[config.mk]
export PLATFORM = sky130hd
export DESIGN_NAME = branch_cmp_unit
export DESIGN_NICKNAME = d
export VERILOG_FILES = /design/src/rtl/branch_cmp_unit.sv
export SDC_FILE = /design/constraint.sdc
export NUM_CORES = 1
export LEC_CHECK = 0
export BUFFER_PORTS_ARGS = -buffer_cell sky130_fd_sc_hd__buf_2
export CORE_AREA = 2 2 117 119
export DETAILED_ROUTE_END_ITERATION = 10
export DIE_AREA = 0 0 119 121
export PLACE_DENSITY = 0.48
export SLEW_MARGIN = 20
export SYNTH_ARGS = -nofsm -noshare
export SYNTH_HDL_FRONTEND = slang
export SYNTH_SLANG_ARGS = --single-unit
[constraint.sdc]
create_clock -name clk -period 3.95 [get_ports clk]
set_clock_uncertainty 0.05 [all_clocks]
set_input_delay 0.79 -clock clk [delete_from_list [all_inputs] [get_ports clk]]
set_output_delay 0.79 -clock clk [all_outputs]
set_load 0.01 [all_outputs]
[src/rtl/branch_cmp_unit.sv]
// branch_cmp_unit
//   Branch condition evaluator with an optional branch history table (BHT)
//   of 2-bit saturating counters and a saturating mispredict counter.
//   A request is accepted on req_valid && req_ready, and its result is
//   presented one cycle later. The result is held until res_ready is seen.
//
// Build option:
//   BRANCH_CMP_BHT_EN  - when defined, a DEPTH-entry BHT indexed by
//                        pc[IW+1:2] supplies the prediction. When undefined,
//                        no BHT is built and the prediction is always 0.
//
// Parameters:
//   WIDTH  operand width (>= 2)
//   DEPTH  BHT entries (power of 2, >= 2)
//
// Ports:
//   clk            rising-edge clock
//   reset          asynchronous active-low reset
//   req_valid/req_ready   request handshake
//   cmp_a, cmp_b   operands
//   cmp_op         0 none, 1 beq, 2 bne, 3 blez, 4 bgtz, 5 bltz, 6 bgez, 7 reserved
//   pc             branch address (BHT index source)
//   flush          discards the held result and blocks accepts this cycle
//   res_valid/res_ready   result handshake
//   res_taken      actual outcome
//   res_pred       predicted outcome
//   res_mispredict res_taken != res_pred
//   miss_cnt       saturating count of mispredicted result handshakes
module branch_cmp_unit #(
    parameter int unsigned WIDTH = 32,
    parameter int unsigned DEPTH = 16
) (
    input  logic             clk,
    input  logic             reset,
    input  logic             req_valid,
    output logic             req_ready,
    input  logic [WIDTH-1:0] cmp_a,
    input  logic [WIDTH-1:0] cmp_b,
    input  logic [2:0]       cmp_op,
    input  logic [31:0]      pc,
    input  logic             flush,
    output logic             res_valid,
    input  logic             res_ready,
    output logic             res_taken,
    output logic             res_pred,
    output logic             res_mispredict,
    output logic [15:0]      miss_cnt
);

    localparam int unsigned IW = $clog2(DEPTH);

    typedef enum logic [2:0] {
        OP_NONE = 3'd0,
        OP_BEQ  = 3'd1,
        OP_BNE  = 3'd2,
        OP_BLEZ = 3'd3,
        OP_BGTZ = 3'd4,
        OP_BLTZ = 3'd5,
        OP_BGEZ = 3'd6,
        OP_RSVD = 3'd7
    } op_e;

    logic [WIDTH-1:0] r_a;
    logic [WIDTH-1:0] r_b;
    op_e              r_op;
    logic             res_valid_q;
    logic [15:0]      miss_q;
    logic             accept;
    logic             handshake;
    logic             taken;
    logic             a_zero;
    logic             a_neg;
    logic             unused_pc;

    // Only part of pc feeds the index (and none of it without the BHT).
    assign unused_pc = ^pc;

    assign req_ready = reset && !flush && (!res_valid_q || res_ready);
    assign accept    = req_valid && req_ready;
    assign handshake = res_valid_q && res_ready && !flush;

    // Outcome is evaluated from the registered operands so it stays stable
    // for as long as the result is held.
    assign a_zero = (r_a == '0);
    assign a_neg  = r_a[WIDTH-1];

    always_comb begin
        taken = 1'b0;
        case (r_op)
            OP_BEQ:  taken = (r_a == r_b);
            OP_BNE:  taken = (r_a != r_b);
            OP_BLEZ: taken = a_zero || a_neg;
            OP_BGTZ: taken = !a_zero && !a_neg;
            OP_BLTZ: taken = a_neg;
            OP_BGEZ: taken = !a_neg;
            default: taken = 1'b0;
        endcase
    end

    always_ff @(posedge clk or negedge reset) begin
        if (!reset) begin
            res_valid_q <= 1'b0;
            r_a         <= '0;
            r_b         <= '0;
            r_op        <= OP_NONE;
        end else if (flush) begin
            res_valid_q <= 1'b0;
        end else if (accept) begin
            res_valid_q <= 1'b1;
            r_a         <= cmp_a;
            r_b         <= cmp_b;
            r_op        <= op_e'(cmp_op);
        end else if (handshake) begin
            res_valid_q <= 1'b0;
        end
    end

`ifdef BRANCH_CMP_BHT_EN
    logic [1:0]    bht [DEPTH];
    logic [IW-1:0] r_idx;
    logic [IW-1:0] req_idx;
    logic          r_pred;
    logic          real_op_q;
    logic          real_op_req;
    logic          upd_en;
    logic [1:0]    upd_ctr;
    logic          pred_now;

    assign req_idx     = pc[IW+1:2];
    assign real_op_q   = (r_op != OP_NONE) && (r_op != OP_RSVD);
    assign real_op_req = (cmp_op != 3'd0) && (cmp_op != 3'd7);
    assign upd_en      = handshake && real_op_q;

    always_comb begin
        upd_ctr = bht[r_idx];
        if (taken) begin
            if (bht[r_idx] != 2'd3) upd_ctr = bht[r_idx] + 2'd1;
        end else begin
            if (bht[r_idx] != 2'd0) upd_ctr = bht[r_idx] - 2'd1;
        end
    end

    // A same-cycle update to the entry being read is forwarded so the new
    // request sees the post-update counter.
    always_comb begin
        pred_now = 1'b0;
        if (real_op_req) begin
            if (upd_en && (r_idx == req_idx)) pred_now = upd_ctr[1];
            else                              pred_now = bht[req_idx][1];
        end
    end

    always_ff @(posedge clk or negedge reset) begin
        if (!reset) begin
            for (int unsigned i = 0; i < DEPTH; i++) bht[i] <= 2'b01;
        end else if (upd_en) begin
            bht[r_idx] <= upd_ctr;
        end
    end

    always_ff @(posedge clk or negedge reset) begin
        if (!reset) begin
            r_idx  <= '0;
            r_pred <= 1'b0;
        end else if (accept) begin
            r_idx  <= req_idx;
            r_pred <= pred_now;
        end
    end

    assign res_pred = r_pred;
`else
    assign res_pred = 1'b0;
`endif

    assign res_taken      = taken;
    assign res_mispredict = taken ^ res_pred;
    assign res_valid      = res_valid_q;

    always_ff @(posedge clk or negedge reset) begin
        if (!reset) begin
            miss_q <= '0;
        end else if (handshake && res_mispredict && (miss_q != 16'hFFFF)) begin
            miss_q <= miss_q + 16'd1;
        end
    end

    assign miss_cnt = miss_q;

endmodule

# Word level (Yosys, flattened, before mapping)
# Index checks and enable logic that the tools add are counted.
[classes] muxes=4 n_eq_ne=9 bitwise_logic=1 n_reduce_logical=17 add_sub_neg=1
[op_table] op="$eq A32 B32 Y1" count=1
[op_table] op="$logic_not A32 Y1" count=1
[op_table] op="$ne A32 B32 Y1" count=1
[op_table] op="$add A16 B1 Y16 const B" count=1
[op_table] op="$ne A16 B16 Y1 const B" count=1
[op_table] op="$eq A3 B3 Y1 const B" count=3
[op_table] op="$logic_and A1 B1 Y1" count=8
[op_table] op="$eq A3 B2 Y1 const B" count=2
[op_table] op="$pmux W1 S6" count=1
[op_table] op="$logic_not A1 Y1" count=4
[op_table] op="$eq A3 B1 Y1 const B" count=1
[op_table] op="$mux W1" count=3
[op_table] op="$reduce_bool A3 Y1" count=1
[op_table] op="$logic_or A1 B1 Y1" count=2
[op_table] op="$reduce_and A2 Y1" count=1
[op_table] op="$not A1 Y1" count=1
[word_totals] reg_bits=84 output_inout_bits=21 inputBits=104

# Logic depth before layout (Yosys ltp)
# Gate-level depths: netlist (run 1).
[depth] depth_word=6 mapped_depth=8 depth_no_buf=8

# Least setup slack after synthesis (run 1)
# OpenSTA, ideal clock, no wires.
[synth_timing] path_kind="register -> output" from="reg r_a[31]" to="out res_taken" path_buffers=2 path_slack_ps=1065 arrival_ps=2045 path_stages_with_launch=8 path_cell_list="dfrtp_1 -> xor2_1 -> nor4_1 -> nand4_1 -> o41a_2 -> buf_6 -> and3_2 -> buf_4"
[synth_via] elab_chain_cells=4 elab_cells_between_ends=8 classes_between="eq/ne (2); mux (1); reduce/logical (5)"
[synth_rtl] element="start, declared" line_no="63" rtl="logic [WIDTH-1:0] r_a;"
[synth_rtl] element="start signal, assigned" line_no="110" rtl="r_a <= cmp_a;"
[synth_rtl] element="$logic_not A32 Y1" line_no="84" rtl="assign a_zero = (r_a == '0);"
[synth_rtl] element="$logic_not A1 Y1" line_no="93" rtl="OP_BGTZ: taken = !a_zero && !a_neg;"
[synth_rtl] element="$logic_and A1 B1 Y1" line_no="93"
[synth_rtl] element="$pmux W1 S6 (*)" line_no="89" rtl="case (r_op)"
[synth_rtl] element="end, declared" line_no="44" rtl="output logic res_taken,"
# Every way passes the cells marked *; elsewhere a longest branch is shown, timed or not.

# Worst setup path in the final report (run 1)
[layout_timing] from="reg r_a[31]" to="out res_mispredict"
[layout_via] elab_chain_cells=4 elab_cells_between_ends=8 classes_between="eq/ne (2); mux (1); reduce/logical (5)"
[layout_rtl] element="$logic_not A32 Y1" line_no="84"
[layout_rtl] element="$logic_not A1 Y1" line_no="93"
[layout_rtl] element="$logic_and A1 B1 Y1" line_no="93"
[layout_rtl] element="$pmux W1 S6 (*)" line_no="89"
[layout_rtl] element="end, declared" line_no="46" rtl="output logic res_mispredict,"
# Marks and branches as above.

==> impl_metrics.ini, run 1 <==
[timing]
setup_violations = 0
hold_slack_ns = 0.240
clock.fmax_mhz = 287
post-route-min-period_ns = 3.48
hold_viol = 0
fin_crit_sh = 0.881
setup_tns_ns = 0
slew_headroom = 0.369
slew_violations = 0
tightest_slew_ns = 0.947
rsz0062_at_grt = no

[synth]
yosysSeqAreaShare = 0.542
syn-instance-count = 284
yosys_warnings = 0
synth_nets = 389
syn_area_um2 = 3880
synth.top_cell.area_share = 0.542
synth_largest_area_cell = dfrtp_1
synth_cell_types = 33
synthTopCellsByArea = dfrtp_1 54%, mux2_2 20%, xor2_1 7.2%
avgSynthCellArea_um2 = 13.7
ys_ff_latch = 84

[final_layout]
fin_util = 0.368
stdcell_count = 557
register_area_um2 = 2100
multi_input_area_um2 = 1710
insertedDiodeCount = 0
drive_gt1_frac = 0.501
fin_nets = 482
nFillCells = 1291
area_growth_pct = 24.3

[detailed_routing]
drt_iter0_drc = 79
top_layer_used = met5
vias_per_cell = 4.52
ant_nets = 0
route.vias.total = 2516
wire_per_inst_um = 15.3
drtPass1Iterations = 6
routed-wl-met3_um = 557
drt-met1-wl_um = 3910
drt-total-wl_um = 8520
drc = 0
dr_wl_met2_um = 3880

[placement]
dp.cells = 542
io_buffers = 91
gp_congestion = 0.735
hpwl_um = 6280

[worst_setup_path]
critPathSlowestCell = o41a_2
end_kind = output port
crit_chain = xor2_1, nor4_1, nand4_1, o41a_2, and3_2, buf_2
path_delay_family = simple AND/OR/NAND/NOR gates
crit_path_start_kind = flip-flop
critPathRequiredTime_ns = 3.11
cp.depth = 6
crit_path_max_incr_delay_ns = 0.68
r2r-end = miss_cnt[1]$_DFFE_PN0P_
cp.arrival_ns = 2.64
cp.buffers_inverters = 1
reg2reg_depth = 7
path_class = flip-flop to output port
timing.rr.start = r_a[6]$_DFFE_PN0P_
path_max_fanout = 16
r2r_setup_slack_ns = 1.38

[global_route]
antenna_found_initial = 1
grt_pass1_vias = 2617
grt_use_total = 0.129
grt_max_degree = 75
grt_pass1_wl_um = 13900
overflow = 0

[power_and_ir_drop]
powerDensity_nw_per_um2 = 507
leakagePower_nw = 2.22
p_comb_frac = 0.173
power_frac_seq = 0.469
p_total_mw = 2.44
power.share.clock = 0.359
switchingPower_uw = 643
switching_share = 0.263
internal_power_mw = 1.80
vdd.ir_drop.worst_uv = 164

[die]
rows = 42
dieArea_um2 = 14400
coreArea_um2 = 13100
die_w_um = 119
io_pins = 125
start_util = 0.297
die_h_um = 121

[cts]
cts_num_sinks = 84
htree_levels = 3
cts_setup_buffers = 0
post_cts_resized = 0
numCtsBuffers = 9
clk_pin_slew_ns = 0.06
hold_buffers = 0
root_buffer = clkbuf_16
clock_latency_ns = 0.34
cts_tree = yes
cts_buffer_depth = 2

[run_status]
status = finished clean

[min_path]
hold_class = primary input to async pin

[run]
maxCapViolations = 0
[cells in the mapped netlist, drive strengths merged]
| cell type | instances |
|---|---|
| a31oi | 1 |
| and2 | 2 |
| and3 | 12 |
| and3b | 1 |
| buf | 11 |
| conb | 1 |
| dfrtp | 84 |
| ha | 1 |
| mux2 | 69 |
| nand2 | 6 |
| nand2b | 1 |
| nand3 | 11 |
| nand3b | 1 |
| nand4 | 10 |
| nor2 | 2 |
| nor3 | 1 |
| nor3b | 2 |
| nor4 | 16 |
| o21ai | 3 |
| o311a | 1 |
| o41a | 1 |
| or4 | 1 |
| xnor2 | 14 |
| xor2 | 32 |
[power by group through the flow]
stage                     sequential [mW]  combinational [mW]  clock (mW)
after floorplan                      1.13               0.303           0
after global placement               1.16               0.428           0
after detailed placement             1.16               0.432           0
after global routing                 1.17               0.478       0.957
after CTS                            1.15               0.434       0.904
final                                1.14               0.421       0.876
[metal layers]
| metal | global-route usage | up-vias |
|---|---|---|
| li1 | - | 1213 |
| met1 | 0.174 | 1221 |
| met2 | 0.189 | 67 |
| met3 | 0.0414 | 13 |
| met4 | 0.0580 | 2 |
| met5 | 0 | - |
[logic make-up (layout without fill, tap and decap cells)]
group / count (synthesis) / after routing / share of synthesized area
adders and majority gates: 1 / 1 / 0.00322
xor gates and xnor gates: 46 / 46 / 0.104
muxes: 69 / 69 / 0.200
DFF: 84 / 84 / 0.542
AOI/OAI and AO/OA: 6 / 6 / 0.0142
other: 1 / 1 / 0.000967
and+or+nand+nor: 66 / 66 / 0.117
buffers and inverters: 11 / 108 / 0.0190
[worst max path at each step]
stage                         from  slack, ns             end
3_5_place_dp   r_a[31]$_DFFE_PN0P_       0.79  res_mispredict
2_1_floorplan  r_a[31]$_DFFE_PN0P_       1.06       res_taken
4_1_cts        r_a[31]$_DFFE_PN0P_       0.41  res_mispredict
5_1_grt        r_a[31]$_DFFE_PN0P_       0.23       res_taken
6_report       r_a[31]$_DFFE_PN0P_       0.47  res_mispredict
3_3_place_gp   r_a[31]$_DFFE_PN0P_       0.77       res_taken
[layout by cell type (no fill, tap or decap), types with 5 or more instances in the layout]
cell type	instances
xor2_1	32
nor4_1	16
clkbuf_16	9
mux2_2	69
buf_2	90
nand2_1	5
nand3_2	8
and3_1	10
dfrtp_1	84
nand4_1	8
xnor2_1	14
[sequential cells by signal, summed over array words and instances (netlist names)]
signal,count
r_op,3
miss_cnt,16
r_b,32
r_a,32
res_valid,1
[cell type report]
type | count | share of cell area
Clock buffer | 10 | 0.0475
Multi-Input combinational cell | 189 | 0.354
Clock inverter | 5 | 0.0161
Tap cell | 176 | 0.0457
Sequential cell | 84 | 0.436
Timing Repair Buffer | 93 | 0.101
[metrics by stage]
| stage | instance area [µm²] | setup WS (ns) |
|---|---|---|
| finish | 4820 | 0.471 |
| global route | 4820 | 0.230 |
| CTS | 4820 | 0.414 |
| detailed placement | 4510 | 0.786 |
| global placement | 4510 | 0.772 |
| floorplan | 3880 | 1.06 |
[worst register-to-register path: stages, from the launching register on]
cell and delay [ns]:
dfrtp_1 0.41, nor4_1 0.47, nand4_1 0.21, or4_1 0.44
and3_4 0.19, o311a_4 0.19, nand2_1 0.15, mux2_2 0.34
(Power assumes the default switching activity.)
==> run 2, diff against run 1 <==
--- a/config.mk
+++ b/config.mk
@@ -5,10 +5,11 @@
 export SDC_FILE = /design/constraint.sdc
 export NUM_CORES = 1
 export LEC_CHECK = 0
+export ABC_AREA = 1
 export BUFFER_PORTS_ARGS = -buffer_cell sky130_fd_sc_hd__buf_2
-export CORE_AREA = 2 2 117 119
+export CORE_AREA = 2 2 121 123
 export DETAILED_ROUTE_END_ITERATION = 10
-export DIE_AREA = 0 0 119 121
+export DIE_AREA = 0 0 123 125
 export PLACE_DENSITY = 0.48
 export SLEW_MARGIN = 20
 export SYNTH_ARGS = -nofsm -noshare
==> run 2 against run 1 <==
Net effect: combinational power is 21% higher; sequential cell count stayed put; maximum frequency is 22% higher; critical path depth is 6 higher; routed wire length is 11% higher; clock power is 12% lower; register-to-register slack better by 0.34 ns; utilization is 1.2 points lower; final area is 5.1% higher; non-clock buffer count is 1 lower; critical path type unchanged; largest cell class unchanged; largest power group unchanged; highest routed layer is now met4.
==> impl_metrics.ini, run 2 <==
[run_status]
status = finished clean

[cts]
post_cts_resized = 0
cts_setup_buffers = 0
clock_latency_ns = 0.34
numCtsBuffers = 9
cts_tree = yes
hold_buffers = 0
cts_num_sinks = 84
htree_levels = 3
clk_pin_slew_ns = 0.07
cts_buffer_depth = 2
root_buffer = clkbuf_16

[synth]
syn-instance-count = 427
muxShareOfSynthArea = 0.143
synth_cell_types = 29
synth.top_cell.area_share = 0.504
synth_largest_area_cell = dfrtp_1
synth_xor_area_frac = 0.0819
synth-main-ff-cell = dfrtp_1
synth_compound_area_frac = 0.0228
synth_most_common_cell = nand2_1
synth_top_family_by_area = simple AND/OR/NAND/NOR gates
synth_simple_gate_area_share = 0.200
synthArstFlopShare = 1.00
synth_edf_count = 0
ys_ff_latch = 84
synthTopCellsByArea = dfrtp_1 50%, mux2_2 14%, nand2_1 8.2%
yosysSeqAreaShare = 0.504
yosys_warnings = 0
syn_area_um2 = 4170
synth_common_cells = 91 x nand2_1, 84 x dfrtp_1, 53 x mux2_2
synth_nets = 532
avgSynthCellArea_um2 = 9.77
synth_fa_ha_area_frac = 0.00300

[worst_setup_path]
critPathRequiredTime_ns = 3.11
crit_path_start_kind = flip-flop
timing.rr.start = miss_cnt[0]$_DFFE_PN0P_
reg2reg_depth = 7
critPathSlowestCell = dfrtp_1
end_kind = output port
path_max_fanout = 20
r2r-end = miss_cnt[4]$_DFFE_PN0P_
crit_chain = inv_2, nand2_1, nand2_1, nand2_1, nor2_1, nand2_1, nor2_2, nand2_1, nand2_1, nand2_2, nand2_4, buf_2
startpoint = r_a[31]$_DFFE_PN0P_
cp.arrival_ns = 2.01
crit_path_frequent_cell = nand2_1
r2r_setup_slack_ns = 1.72
path_class = flip-flop to output port
crit_path_max_incr_delay_ns = 0.45
endpoint = res_taken

[placement]
dp.cells = 689
pre_cts_slack_ns = 1.20
gp_congestion = 0.848
placed_cell_area_um2 = 4800
io_buffers = 91
hpwl_um = 6780

[min_path]
hold_class = primary input to async pin

[final_layout]
fin_util = 0.357
drive_gt1_frac = 0.324
insertedDiodeCount = 0
post-route-cell-area_um2 = 5070
register_area_um2 = 2100
stdcell_count = 705
layout_common_cells = 90 x nand2_1, 90 x buf_2, 84 x dfrtp_1
nFillCells = 1478
multi_input_area_um2 = 1890
fin_nets = 621
area_growth_pct = 21.4

[power_and_ir_drop]
power_frac_seq = 0.473
powerDensity_nw_per_um2 = 479
p_total_mw = 2.42
vdd.ir_drop.worst_uv = 166
leakagePower_nw = 2.43
switching_share = 0.295
p_comb_frac = 0.210
power.share.clock = 0.317
internal_power_mw = 1.71
switchingPower_uw = 716

[detailed_routing]
drt_iter0_drc = 120
drtPass1Iterations = 4
wire_per_inst_um = 13.4
route.vias.total = 3116
drc = 0
ant_nets = 0
vias_per_cell = 4.42
drt-total-wl_um = 9420

[timing]
hold_viol = 0
hold_slack_ns = 0.260
slew_headroom = 0.330
clock.fmax_mhz = 351
layout_setup_ws_ns = 1.10
setup_violations = 0
rsz0062_at_grt = no
tightest_slew_ns = 1.01
slew_violations = 0
fin_crit_sh = 0.722
post-route-min-period_ns = 2.85
setup_tns_ns = 0

[die]
coreArea_um2 = 14200
start_util = 0.294
die_h_um = 125
io_pins = 125
dieArea_um2 = 15400
die_w_um = 123
rows = 44

[run]
maxCapViolations = 0

[global_route]
antenna_found_initial = 0
grt_pass1_vias = 3193
grt_use_total = 0.130
grt_pass1_wl_um = 15600
grt_max_degree = 83
overflow = 0
run 2: cell types whose count changed in the layout (fill, tap and decap cells not counted), sizes merged, moves of 4 or more:
| cell | previous run | this run |
|---|---|---|
| nand2 | 6 | 93 |
| nor2 | 2 | 50 |
| inv | 0 | 28 |
| xor2 | 32 | 8 |
| xnor2 | 14 | 31 |
| mux2 | 69 | 53 |
| a21oi | 0 | 15 |
| nor4 | 16 | 1 |
| and3 | 12 | 0 |
| nand4 | 10 | 21 |
| nor3 | 1 | 8 |
| nand3 | 11 | 15 |
run 2: routing by layer:
layer / vias to the layer above / global-route usage / share of wire
met5: - / 0 / 0
li1: 1584 / - / -
met2: 49 / 0.212 / 0.48
met1: 1470 / 0.166 / 0.46
met4: 0 / 0.0561 / 0.017
met3: 13 / 0.0255 / 0.038
run 2: worst min-delay path by stage:
| stage | start | endpoint | slack [ns] | cells past startpoint |
|---|---|---|---|---|
| 6_report | reset | r_b[29]$_DFFE_PN0P_ | 0.26 | 1 |
| 5_1_grt | reset | r_b[29]$_DFFE_PN0P_ | 0.27 | 1 |
| 4_1_cts | reset | r_b[29]$_DFFE_PN0P_ | 0.26 | 1 |
| 3_5_place_dp | miss_cnt[5]$_DFFE_PN0P_ | miss_cnt[5]$_DFFE_PN0P_ | 0.45 | 2 |
| 3_3_place_gp | miss_cnt[5]$_DFFE_PN0P_ | miss_cnt[5]$_DFFE_PN0P_ | 0.44 | 2 |
| 2_1_floorplan | reset | miss_cnt[0]$_DFFE_PN0P_ | 0.44 | 0 |
run 2: final cells by class:
class                      instances  share of cell area
inverter                          28              0.0207
multi-input combinational        301               0.374
tap                              184              0.0454
sequential                        84               0.415
clock inverter                     6             0.00815
timing repair buffer              92              0.0919
clock buffer                      10              0.0452
run 2: logic make-up (layout without fill, tap and decap cells):
kind of cell / after synthesis / in the layout
and+or+nand+nor: 189 / 189
adders and majority gates: 1 / 1
muxes: 53 / 53
buffers and inverters: 42 / 136
xor gates and xnor gates: 39 / 39
AOI/OAI and AO/OA: 18 / 18
other: 1 / 1
DFF: 84 / 84
run 2: power by group through the flow:
stage / Clock (mW) / Sequential, mW / Combinational (mW)
after global placement: 0 / 1.16 / 0.506
after global routing: 0.833 / 1.17 / 0.575
final: 0.769 / 1.15 / 0.509
after CTS: 0.801 / 1.15 / 0.522
after detailed placement: 0 / 1.16 / 0.519
after floorplan: 0 / 1.14 / 0.384
run 2: critical path, delay by kind of cell, from the launching register on:
family | cells | cell delay, ns
flops | 1 | 0.45
simple gates | 10 | 0.93
buf+inv | 2 | 0.29
